[config.mk]
export PLATFORM = sky130hd
export DESIGN_NAME = wb_slave_select
export DESIGN_NICKNAME = d
export VERILOG_FILES = /design/src/rtl/wb_slave_select.sv
export SDC_FILE = /design/constraint.sdc
export NUM_CORES = 1
export LEC_CHECK = 0
export CORE_AREA = 2 2 42 44
export CTS_CLUSTER_DIAMETER = 150
export DETAILED_ROUTE_END_ITERATION = 8
export DIE_AREA = 0 0 44 46
export PLACE_DENSITY = 0.73
export SYNTH_ARGS = -nofsm -noshare
export SYNTH_HDL_FRONTEND = slang
export SYNTH_SLANG_ARGS = --single-unit
export TNS_END_PERCENT = 5
[constraint.sdc]
create_clock -name CLK_I -period 2.27 [get_ports CLK_I]
set_input_delay 0.3405 -clock CLK_I [delete_from_list [all_inputs] [get_ports CLK_I]]
set_output_delay 0.3405 -clock CLK_I [all_outputs]
set_load 0.02 [all_outputs]
[src/rtl/wb_slave_select.sv]
// Wishbone address decoder: registered one-hot slave select, 1-cycle decode latency, ACK_O passes through combinationally.
// Holds the select until ACK or a CYC_I drop; define WB_SLAVE_SELECT_TIMEOUT_EN to add a watchdog that errors a stalled slave.
module wb_slave_select #(
    parameter int WISHBONE_ADDRESSWIDTH = 16,
    parameter int NUM_SLAVES            = 4,
    parameter int DEC_MSB               = 14,
    parameter int DEC_LSB               = 12,
    parameter logic [NUM_SLAVES*(DEC_MSB-DEC_LSB+1)-1:0] MAP_BASE = {3'd6, 3'd5, 3'd2, 3'd0},
    parameter logic [NUM_SLAVES*(DEC_MSB-DEC_LSB+1)-1:0] MAP_LAST = {3'd6, 3'd5, 3'd4, 3'd0},
    parameter int TIMEOUT_CYCLES        = 255
) (
    input  logic                             CLK_I,
    input  logic                             RST_I,
    input  logic [WISHBONE_ADDRESSWIDTH-1:0] ADR_I,
    input  logic                             CYC_I,
    input  logic                             STB_I,
    input  logic [NUM_SLAVES-1:0]            ACK_I,
    output logic [NUM_SLAVES-1:0]            ACMP_O,
    output logic                             ACK_O,
    output logic                             ERR_O,
    output logic                             BUSY_O
);

    localparam int FW = DEC_MSB - DEC_LSB + 1;
    localparam int IW = (NUM_SLAVES > 1) ? $clog2(NUM_SLAVES) : 1;

    typedef enum logic [1:0] {
        ST_IDLE   = 2'd0,
        ST_ACTIVE = 2'd1,
        ST_ERROR  = 2'd2
    } state_t;

    state_t          r_state;
    logic [IW-1:0]   r_idx;
    logic [FW-1:0]   w_fld;
    logic            w_hit;
    logic [IW-1:0]   w_idx;
    logic            w_unused_adr;
`ifdef WB_SLAVE_SELECT_TIMEOUT_EN
    logic [15:0]     r_cnt;
`endif

    assign w_fld        = ADR_I[DEC_MSB:DEC_LSB];
    assign w_unused_adr = ^ADR_I;

    // Scan from the top down so the lowest matching index is the one left standing.
    always_comb begin
        w_hit = 1'b0;
        w_idx = '0;
        for (int i = NUM_SLAVES - 1; i >= 0; i--) begin
            if ((MAP_BASE[i*FW +: FW] <= w_fld) && (w_fld <= MAP_LAST[i*FW +: FW])) begin
                w_hit = 1'b1;
                w_idx = IW'(i);
            end
        end
    end

    assign ACK_O  = (r_state == ST_ACTIVE) & CYC_I & ACK_I[r_idx];
    assign BUSY_O = (r_state != ST_IDLE);

    always_ff @(posedge CLK_I or posedge RST_I) begin
        if (RST_I) begin
            r_state <= ST_IDLE;
            r_idx   <= '0;
            ACMP_O  <= '0;
            ERR_O   <= 1'b0;
`ifdef WB_SLAVE_SELECT_TIMEOUT_EN
            r_cnt   <= '0;
`endif
        end else begin
            ERR_O <= 1'b0;
            case (r_state)
                ST_IDLE: begin
                    if (CYC_I && STB_I) begin
                        if (w_hit) begin
                            r_state <= ST_ACTIVE;
                            r_idx   <= w_idx;
                            ACMP_O  <= NUM_SLAVES'(1) << w_idx;
`ifdef WB_SLAVE_SELECT_TIMEOUT_EN
                            r_cnt   <= '0;
`endif
                        end else begin
                            r_state <= ST_ERROR;
                            ERR_O   <= 1'b1;
                        end
                    end
                end
                ST_ACTIVE: begin
                    // ACK beats abort and abort beats timeout; an abort is silent.
                    if (ACK_O || !CYC_I) begin
                        r_state <= ST_IDLE;
                        ACMP_O  <= '0;
                    end
`ifdef WB_SLAVE_SELECT_TIMEOUT_EN
                    else if (r_cnt == 16'(TIMEOUT_CYCLES - 1)) begin
                        r_state <= ST_ERROR;
                        ERR_O   <= 1'b1;
                        ACMP_O  <= '0;
                    end else begin
                        r_cnt <= r_cnt + 16'd1;
                    end
`endif
                end
                ST_ERROR: begin
                    r_state <= ST_IDLE;
                end
                default: begin
                    r_state <= ST_IDLE;
                    ACMP_O  <= '0;
                end
            endcase
        end
    end

endmodule

* Yosys cells after proc, flatten, opt, wreduce, memory -nomap -nowiden
Cells that the tools add are included.
** Cells by class
- Multiplexer cells :: 21
- Div/mod/pow operators :: 0
- Reductions and logical operators :: 12
- $add $sub $neg :: 0
- Shifts and indexed selects :: 1
- Magnitude comparators :: 9
- $mul :: 0
- Eq/ne operators :: 5
- Bitwise gates (word level) :: 3
** Operators with widths (count)
- 2-bit two-way mux :: 7
- 4-bit two-way mux :: 3
- 4-bit one-hot mux with 3 select lines :: 1
- 3-bit less-or-equal comparator, second input constant :: 3
- 1-bit two-way mux :: 8
- 3-bit less-or-equal comparator, first input constant :: 2
- 1-bit logical AND :: 5
- 2-bit != test, second input constant :: 2
- 2-bit one-hot mux with 2 select lines :: 1
- 4-bit AND reduction :: 1
- 1-bit by 2-bit left shift with 4-bit output, first input constant :: 1
- 1-bit by 3-bit less-or-equal comparator with 1-bit output, first input constant :: 1
- 2-bit by 3-bit less-or-equal comparator with 1-bit output, first input constant :: 1
- 3-bit by 1-bit less-or-equal comparator with 1-bit output, second input constant :: 1
- 2-bit by 3-bit < comparator with 1-bit output, second input constant :: 1
- 3-bit AND reduction :: 1
- 1-bit AND :: 2
- 1-bit binary-select mux with 2-bit select :: 1
- 2-bit by 1-bit equality test with 1-bit output, second input constant :: 1
- 2-bit equality test, second input constant :: 1
- 2-bit logical NOT :: 1
- 2-bit by 1-bit != test with 1-bit output, second input constant :: 1
- 2-bit AND reduction :: 1
- 2-bit nonzero test :: 1
- 3 further kinds :: 3
** Storage, ports and cells
- Input bits :: 24
- Memory bits (read-only) :: 0
- Memories :: 0
- Word-level logic and storage cells :: 55
- Bits in writable memories :: 0
- Output and inout port bits :: 7
- Bits in registers :: 9
- Bits in latches :: 0

* Longest topological paths before layout
Gate-level depths: netlist of the first run.
- Word-level depth :: 10
- Mapped depth :: 4
- Mapped depth without buffers :: 3

* Worst setup path before layout of the first run
No wires, ideal clock.
- Path type :: register to output
- Start :: register r_idx[0]
- End :: output ACK_O
- Data arrival time :: 1134 ps
- Data required time :: 1929 ps
- Cell stages (with the launch flop) :: 3
- Path buffers :: 0
- Setup slack :: 796 ps
- Cell sequence :: dfrtp_1 > mux4_2 > and3_2
** On the way
- Word-level cells in the longest chain between the ends :: 3
** Ends and longest elaborated chain
- from (decl) :: line 34 : logic [IW-1:0] r_idx;
- from (signal assigned) :: line 77 : r_idx <= w_idx;
- 1-bit binary-select mux with 2-bit select :: line 58 : assign ACK_O = (r_state == ST_ACTIVE) & CYC_I & ACK_I[r_idx];
- 1-bit two-way mux (implied by the code) :: line 58
- 1-bit AND :: line 58
- to (decl) :: line 19 : output logic ACK_O,
No other way between the ends. The select of a mux whose other input is x is not followed.

* Worst setup path after layout of the first run
- Start :: input ACK_I[0]
- End :: output ACK_O
** On the way
- Word-level cells in the longest chain between the ends :: 3
** Ends and longest elaborated chain
- from (decl) :: line 17 : input logic [NUM_SLAVES-1:0] ACK_I,
- 1-bit binary-select mux with 2-bit select :: line 58
- 1-bit two-way mux (implied by the code) :: line 58
- 1-bit AND :: line 58
No other way between the ends. The select of a mux whose other input is x is not followed.

==> flow_metrics.env, run 1 <==
export IMPL_finClkSkew_ns=0.00208
export IMPL_synth_ff_type="dfrtp_1"
export IMPL_cts_sinks=9
export IMPL_timing_final_max_slew_violations=0
export IMPL_drtAntennaViolNets=0
export IMPL_power_density_nw_per_um2=585
export IMPL_first_global_vias=453
export IMPL_async_flop_share_pct=100
export IMPL_max_freq_mhz=479
export IMPL_crit_type="primary input to primary output"
export IMPL_cts_htree_levels=1
export IMPL_synth_area_top_cells="dfrtp_1 (43%), o41ai_1 (6.7%), inv_1 (4.3%), mux4_2 (4.3%), and3_1 (3.6%)"
export IMPL_rsz0062_at_grt="false"
export IMPL_yosysWarnings=0
export IMPL_r2r_slack_ns=0.57
export IMPL_num_io_pins=31
export IMPL_endpoint_kind="primary output"
export IMPL_clk_latency_ns=0.25
export IMPL_crit_fanout=2
export IMPL_r2r_start="r_idx[0]"
export IMPL_hp_class="primary input to asynchronous set/reset pin"
export IMPL_vias=479
export IMPL_die_height_um=46
export IMPL_area_delta_synth_final_pct=43.4
export IMPL_clockBufferDepth=2
export IMPL_netlist_top_cells_count="dfrtp_1 (9), inv_1 (6), o41ai_1 (4)"
export IMPL_drt_first_iter_violations=3
export IMPL_fp_row_count=15
export IMPL_clkTransAtPathRegs_ns=0.06
export IMPL_grt_antenna_before_repair=0
export IMPL_grt_max_degree=11
export IMPL_start_kind="primary input"
export IMPL_power_frac_seq_pct=42.9
export IMPL_synth_edf_count=0
export IMPL_yosysSeqAreaShare_pct=43.0
export IMPL_arrival_ns=1.75
export IMPL_power_switching_mw=0.123
export IMPL_place_ws_ns=-0.0424
export IMPL_cts_tree="built"
export IMPL_ir_drop_v=0.000234
export IMPL_cpPeakStageDelay_ns=0.47
export IMPL_tightest_slew_ns=0.348
export IMPL_synth_ff_latch_count=9
export IMPL_start_util_pct=32.5
export IMPL_crit_slowest_cell="mux4_2"
export IMPL_synthMostInstantiatedCell="dfrtp_1"
export IMPL_syn_nets=76
export IMPL_remaining_drc_errors=0
export IMPL_wl_um=1110
export IMPL_slew_headroom_pct=76.8
export IMPL_die_w_um=44
export IMPL_synth_avg_cell_area_um2=10.1
export IMPL_cts_root_buf="clkbuf_4"
export IMPL_pwr_share_clk_pct=27.5
export IMPL_layout_setup_ws_ns=0.182
export IMPL_synth_cell_types=27
export IMPL_netlist_area_um2=524
export IMPL_synth_top_area_cell="dfrtp_1"
export IMPL_n_antenna_cell=0
export IMPL_nNetsFinal=98
export IMPL_place_congestion=0.749
export IMPL_postCtsSetupBuffers=0
export IMPL_die_area_um2=2020
export IMPL_portBuffers=17
export IMPL_hold_viol=0
export IMPL_post_route_period_util_pct=92.0
export IMPL_internal_power_mw=0.317
export IMPL_routedWlPerCell_um=12.3
export IMPL_synth_top_cell_area_share_pct=43.0
export IMPL_synth_cells=52
export IMPL_cap_violations=0
export IMPL_cp_cell_sequence="clkdlybuf4s50_1 > mux4_2 > and3_2 > dlygate4sd2_1"
export IMPL_p_comb_share_pct=29.6
export IMPL_p_sw_share_pct=28.0
export IMPL_outcome="finished, final reports clean"
export IMPL_fp_coreArea_um2=1610
export IMPL_post_dp_cell_area_um2=727
export IMPL_overflow=0
export IMPL_p_leak_nw=0.324
export IMPL_final_setup_viol_count=0
export IMPL_r2r_cells=4
export IMPL_grt_pass1_wl_um=1900
export IMPL_drive_gt1_share_pct=17.8
export IMPL_fin_area_um2=752
export IMPL_worstPathRequired_ns=1.93
export IMPL_drt_vias_per_instance=5.32
export IMPL_fin_crit_ns=2.09
export IMPL_reg2reg_to="ACMP_O[0]"
export IMPL_cts_buffers=3
export IMPL_fillers=161
export IMPL_final_util_pct=46.6
export IMPL_grt_use_total_pct=13.4
export IMPL_drtPass1Iterations=4
## cell usage in the layout, fill, tap and decap left out, types with 2 or more instances in the layout
cell,n
inv_1,6
nor2b_1,3
clkbuf_4,3
o21ai_0,2
clkdlybuf4s50_1,16
and3_1,3
dfrtp_1,9
o41ai_1,4
a21oi_1,3
buf_4,3
## worst max-delay path: cells and delay by family
family,cells,cell delay (ns)
simple gates,1,0.22
buf+inv,2,0.72
mux,1,0.47
## power by group through the flow
stage	sequential (mW)	combinational, mW	clock [mW]
floorplan	0.200	0.0620	0
global placement	0.191	0.130	0
detailed placement	0.192	0.131	0
CTS	0.189	0.132	0.126
global route	0.191	0.143	0.141
finish	0.189	0.130	0.121
## area by class of cell
class | count | area (µm²) | area share (%)
flip-flops and latches | 9 | 225 | 30.0
inverters | 6 | 22.5 | 3.00
repair buffers | 20 | 191 | 25.5
clock buffers | 4 | 26.3 | 3.49
well taps | 17 | 21.3 | 2.83
multi-input cells | 34 | 265 | 35.3
## stage by stage
step | instances | TNS [ns] | hold WS [ns] | power [mW]
after global placement | 86 | -0.0371 | 0.526 | 0.321
after floorplan | 52 | 0 | 0.168 | 0.262
after global routing | 90 | 0 | 0.386 | 0.474
final | 90 | 0 | 0.345 | 0.440
after detailed placement | 86 | -0.0424 | 0.528 | 0.323
after CTS | 90 | 0 | 0.361 | 0.446
## per-layer routing
metal	share of wire [%]	track usage, %	wire length [µm]	vias to the layer above
met1	45	15.3	505	227
li1	-	-	-	237
met2	49	21.8	546	13
met4	1.5	9.09	17	0
met3	3.8	3.57	42	2
met5	0	0	0	-
## timing repair
| action | 4_1_cts | 5_1_grt |
|---|---|---|
| gates resized for setup | 1 | 0 |
| hold endpoints to repair | 0 | 0 |
| hold buffers | 0 | 0 |
| endpoints found under the setup margin | 1 | 0 |
## logic make-up after synthesis
family	synth area share, %
AO/OA/AOI/OAI	19.1
XOR/XNOR	1.67
buffers and inverters	6.44
flip-flops	43.0
multiplexers	4.30
AND/OR/NAND/NOR	25.5
## worst max path at each step
stage | start | to
final | ACK_I[0] | ACK_O
after global routing | ACK_I[3] | ACK_O
after CTS | ACK_I[0] | ACK_O
after detailed placement | ACK_I[3] | ACK_O
after global placement | ACK_I[3] | ACK_O
after floorplan | r_idx[0] | ACK_O
## sequential cells by signal, indices dropped and copies added (netlist names)
signal / cells
ACMP_O: 4
ERR_O: 1
r_idx: 2
r_state: 2
(Power assumes the default switching activity.)
==> inputs of run 2 (changes only) <==
--- a/config.mk
+++ b/config.mk
@@ -10,6 +10,7 @@
 export DETAILED_ROUTE_END_ITERATION = 8
 export DIE_AREA = 0 0 44 46
 export PLACE_DENSITY = 0.73
+export RECOVER_POWER = 25
 export SYNTH_ARGS = -nofsm -noshare
 export SYNTH_HDL_FRONTEND = slang
 export SYNTH_SLANG_ARGS = --single-unit
==> run 2 against run 1 <==
Compared with the run above:
- power is essentially flat
- sequential cell count is the same
- cell count is the same
- sequential power is essentially flat
- critical path type unchanged
==> flow_metrics.env, run 2 (same netlist as run 1, synthesis figures left out) <==
export IMPL_largest_register="ACMP_O"
export IMPL_grt_antenna_before_repair=0
export IMPL_worstPathRequired_ns=1.93
export IMPL_final_setup_viol_count=0
export IMPL_ir_drop_v=0.000234
export IMPL_grt_use_total_pct=13.4
export IMPL_drt_vias_per_instance=5.32
export IMPL_layout_setup_ws_ns=0.182
export IMPL_clk_latency_ns=0.25
export IMPL_clockBufferDepth=2
export IMPL_largest_registers="ACMP_O x4, r_idx x2, r_state x2"
export IMPL_timing_final_max_slew_violations=0
export IMPL_fin_crit_ns=2.09
export IMPL_die_area_um2=2020
export IMPL_drt_first_iter_violations=3
export IMPL_cts_buffers=3
export IMPL_m1WireLength_um=504
export IMPL_drtAntennaViolNets=0
export IMPL_clkTransAtPathRegs_ns=0.06
export IMPL_whs_ns=0.482
export IMPL_place_congestion=0.749
export IMPL_fin_area_um2=752
export IMPL_crit_fanout=2
export IMPL_num_io_pins=31
export IMPL_wl_um=1110
export IMPL_hp_class="primary input to asynchronous set/reset pin"
export IMPL_portBuffers=17
export IMPL_area_delta_synth_final_pct=43.4
export IMPL_cts_sinks=9
export IMPL_first_global_vias=453
export IMPL_cts_tree="built"
export IMPL_crit_slowest_cell="mux4_2"
export IMPL_cap_violations=0
export IMPL_fp_coreArea_um2=1610
export IMPL_power_density_nw_per_um2=585
export IMPL_final_common_cell="clkdlybuf4s50_1"
export IMPL_post_route_period_util_pct=92.0
export IMPL_endpoint_kind="primary output"
export IMPL_grt_pass1_wl_um=1900
export IMPL_overflow=0
export IMPL_met3RoutedLength_um=42
export IMPL_routedWlPerCell_um=12.3
export IMPL_postCtsSetupBuffers=0
export IMPL_tightest_slew_ns=0.348
export IMPL_stdcell_count=90
export IMPL_max_freq_mhz=479
export IMPL_hold_viol=0
export IMPL_grt_max_degree=11
export IMPL_place_ws_ns=-0.0424
export IMPL_start_kind="primary input"
export IMPL_drive_gt1_share_pct=17.8
export IMPL_finClkSkew_ns=0.00208
export IMPL_outcome="finished, final reports clean"
export IMPL_drtPass1Iterations=4
export IMPL_slew_headroom_pct=76.8
export IMPL_p_leak_nw=0.325
export IMPL_cts_root_buf="clkbuf_4"
export IMPL_remaining_drc_errors=0
export IMPL_die_height_um=46
export IMPL_dp_cells=86
export IMPL_cpPeakStageDelay_ns=0.47
export IMPL_n_antenna_cell=0
export IMPL_die_w_um=44
export IMPL_cts_htree_levels=1
export IMPL_largest_reg_flops=4
export IMPL_crit_type="primary input to primary output"
export IMPL_post_dp_cell_area_um2=727
export IMPL_start_util_pct=32.5
export IMPL_final_cell_mix="clkdlybuf4s50_1 (15), dfrtp_1 (9), inv_1 (6)"
export IMPL_rsz0062_at_grt="false"
export IMPL_arrival_ns=1.75
export IMPL_vias=479
export IMPL_nNetsFinal=98
export IMPL_fp_row_count=15
export IMPL_wl_met2_um=546
export IMPL_dr_max_layer_used="met4"
export IMPL_cp_cell_sequence="clkdlybuf4s50_1 > mux4_2 > and3_2 > dlygate4sd2_1"
==> run 2: where the power goes <==
| part | internal, mW | total [mW] | switching (mW) |
|---|---|---|---|
| Sequential | 0.176 | 0.189 | 0.0122 |
| Combinational | 0.0726 | 0.130 | 0.0572 |
| Clock | 0.0676 | 0.121 | 0.0536 |
==> run 2: cell type report <==
cell class | instances | area [µm²]
multi-input combinational | 34 | 265
timing repair buffer | 20 | 191
sequential | 9 | 225
clock buffer | 4 | 26.3
inverter | 6 | 22.5
fill | 161 | 862
tap | 17 | 21.3
==> run 2: worst paths after layout <==
path | cells past startpoint | startpoint | slack [ns] | end
worst max-delay path | 4 | ACK_I[0] | 0.18 | ACK_O
worst min-delay path | 2 | RST_I | 0.48 | r_state[1]
worst max register to register | 4 | r_idx[0] | 0.57 | ACMP_O[0]
worst min register to register | 2 | ACMP_O[3] | 0.53 | ACMP_O[3]
max in group asynchronous | 2 | RST_I | 1.54 | ACMP_O[0]
min in group CLK_I | 2 | ACMP_O[3] | 0.53 | ACMP_O[3]
==> run 2: per-layer routing <==
layer,global-route usage (%),up-vias
li1,-,237
met1,15.3,227
met2,21.8,13
met3,3.57,2
met4,9.09,0
met5,0,-
==> run 2: through the flow <==
stage	util, %	total power [mW]	setup TNS (ns)
after floorplan	-	0.262	0
after global placement	45.0	0.321	-0.0371
after detailed placement	45.0	0.323	-0.0424
after CTS	46.6	0.446	0
after global routing	46.6	0.474	0
final	46.6	0.440	0
==> run 2: critical path: cells and delay by family <==
family | cells | cell delay (ns)
AND/OR/NAND/NOR | 1 | 0.22
multiplexers | 1 | 0.47
buffers and inverters | 2 | 0.72
==> run 2: repair_timing <==
item | in CTS | in global routing
hold buffers | 0 | 0
endpoints found under the hold margin | 0 | 0
endpoints found under the setup margin | 1 | 0
gates resized for setup | 1 | 0
==> inputs of run 3 (changes only) <==
--- a/config.mk
+++ b/config.mk
@@ -5,11 +5,14 @@
 export SDC_FILE = /design/constraint.sdc
 export NUM_CORES = 1
 export LEC_CHECK = 0
-export CORE_AREA = 2 2 42 44
+export CELL_PAD_IN_SITES_DETAIL_PLACEMENT = 1
+export CELL_PAD_IN_SITES_GLOBAL_PLACEMENT = 1
+export CORE_AREA = 2 2 46 48
+export CTS_BUF_LIST = sky130_fd_sc_hd__clkbuf_4
 export CTS_CLUSTER_DIAMETER = 150
 export DETAILED_ROUTE_END_ITERATION = 8
-export DIE_AREA = 0 0 44 46
-export PLACE_DENSITY = 0.73
+export DIE_AREA = 0 0 48 50
+export PLACE_DENSITY_LB_ADDON = 0.1
 export RECOVER_POWER = 25
 export SYNTH_ARGS = -nofsm -noshare
 export SYNTH_HDL_FRONTEND = slang
==> run 3 against run 2 <==
Compared with the run above:
- non-clock buffer count unchanged
- design area grew 2.2%
- clock power rose by 17%
- critical path type unchanged
- sequential cell count did not move
- hold slack got worse by 0.017 ns
- via count is 1.5% lower
==> flow_metrics.env, run 3 (same netlist as run 1, synthesis figures left out) <==
export IMPL_outcome="finished, final reports clean"
export IMPL_fin_tns_setup_ns=0
export IMPL_drive_gt1_share_pct=19.2
export IMPL_num_io_pins=31
export IMPL_drtPass1Iterations=4
export IMPL_hold_viol=0
export IMPL_cts_tree="built"
export IMPL_drt_first_iter_violations=2
export IMPL_slew_headroom_pct=76.8
export IMPL_power_switching_mw=0.133
export IMPL_first_global_vias=460
export IMPL_timing_final_max_slew_violations=0
export IMPL_power_frac_seq_pct=40.8
export IMPL_crit_fanout=2
export IMPL_grt_use_total_pct=12.6
export IMPL_post_route_period_util_pct=92.7
export IMPL_n_antenna_cell=0
export IMPL_clkTransAtPathRegs_ns=0.07
export IMPL_clk_latency_ns=0.27
export IMPL_endpoint_kind="primary output"
export IMPL_drt_vias_per_instance=4.72
export IMPL_p_leak_nw=0.328
export IMPL_layout_setup_ws_ns=0.165
export IMPL_grt_pass1_wl_um=2100
export IMPL_p_comb_share_pct=28.6
export IMPL_fin_area_um2=768
export IMPL_portBuffers=17
export IMPL_arrival_ns=1.76
export IMPL_cap_violations=0
export IMPL_routedWlPerCell_um=13.2
export IMPL_fin_crit_ns=2.10
export IMPL_power_density_nw_per_um2=602
export IMPL_clockBufferDepth=2
export IMPL_largest_register="ACMP_O"
export IMPL_wl_um=1320
export IMPL_vias=472
export IMPL_final_common_cell="clkdlybuf4s50_1"
export IMPL_drtAntennaViolNets=0
export IMPL_cts_root_buf="clkbuf_4"
export IMPL_tightest_slew_ns=0.347
export IMPL_final_util_pct=40.4
export IMPL_place_ws_ns=-0.0520
export IMPL_internal_power_mw=0.329
export IMPL_die_area_um2=2400
export IMPL_p_sw_share_pct=28.8
export IMPL_start_kind="primary input"
export IMPL_worstPathRequired_ns=1.93
export IMPL_ir_drop_v=0.000230
export IMPL_final_cell_mix="clkdlybuf4s50_1 (15), dfrtp_1 (9), inv_1 (6)"
export IMPL_grt_max_degree=11
export IMPL_rsz0062_at_grt="false"
export IMPL_nNetsFinal=98
export IMPL_fillers=226
export IMPL_remaining_drc_errors=0
export IMPL_dp_hpwl_um=1000
export IMPL_cts_htree_levels=1
export IMPL_pwr_share_clk_pct=30.6
export IMPL_overflow=0
export IMPL_start_util_pct=27.6
export IMPL_fp_row_count=16
export IMPL_dp_cells=96
export IMPL_fp_coreArea_um2=1900
export IMPL_largest_registers="ACMP_O x4, r_idx x2, r_state x2"
export IMPL_crit_type="primary input to primary output"
export IMPL_largest_reg_flops=4
export IMPL_die_w_um=48
export IMPL_stdcell_count=100
export IMPL_final_setup_viol_count=0
export IMPL_postCtsSetupBuffers=0
export IMPL_place_congestion=0.727
export IMPL_die_height_um=50
export IMPL_max_freq_mhz=475
export IMPL_post_dp_cell_area_um2=739
export IMPL_whs_ns=0.465
export IMPL_cts_sinks=9
export IMPL_cts_buffers=3
export IMPL_grt_antenna_before_repair=0
export IMPL_area_delta_synth_final_pct=46.5
export IMPL_finClkSkew_ns=0.00758
export IMPL_power_total_mw=0.462
export IMPL_hp_class="primary input to asynchronous set/reset pin"
export IMPL_postCtsHoldBufs=0
-- run 3: area by class of cell --
class,count,area [µm²],share of cell area (%)
clock buffers,4,30.0,3.91
flip-flops and latches,9,225,29.3
repair buffers,20,191,24.9
well taps,27,33.8,4.40
inverters,6,22.5,2.93
multi-input cells,34,265,34.5
-- run 3: final timing paths --
| check | cells after the start | end | slack, ns | startpoint |
|---|---|---|---|---|
| hold reg to reg | 2 | ACMP_O[0] | 0.54 | ACMP_O[0] |
| max in group asynchronous | 2 | r_state[0] | 1.55 | RST_I |
| setup / recovery | 4 | ACK_O | 0.17 | ACK_I[3] |
| setup reg to reg | 4 | ACMP_O[1] | 0.54 | r_idx[0] |
| min in group CLK_I | 2 | ACMP_O[0] | 0.54 | ACMP_O[0] |
| hold / removal | 2 | ACMP_O[2] | 0.46 | RST_I |
-- run 3: power by group through the flow --
stage | registers (mW) | logic (mW) | clock network (mW)
after floorplan | 0.200 | 0.0620 | 0
after global placement | 0.191 | 0.132 | 0
after detailed placement | 0.192 | 0.134 | 0
after CTS | 0.189 | 0.134 | 0.146
after global routing | 0.191 | 0.145 | 0.156
final | 0.188 | 0.132 | 0.141
-- run 3: metal layers --
layer / track usage, % / wire length, µm / up-vias
li1: - / - / 234
met1: 17.1 / 638 / 221
met2: 17.6 / 593 / 15
met3: 4.40 / 73 / 2
met4: 5.41 / 10 / 0
met5: 0 / 0 / -
-- run 3: critical path, cell delays in order --
cell and delay, ns:
clkdlybuf4s50_1 0.40, mux4_2 0.48, and3_2 0.23, dlygate4sd2_1 0.31
-- run 3: repair_timing --
item / 4_1_cts / 5_1_grt
gates resized for setup: 1 / 0
endpoints found under the hold margin: 0 / 0
endpoints found under the setup margin: 1 / 0
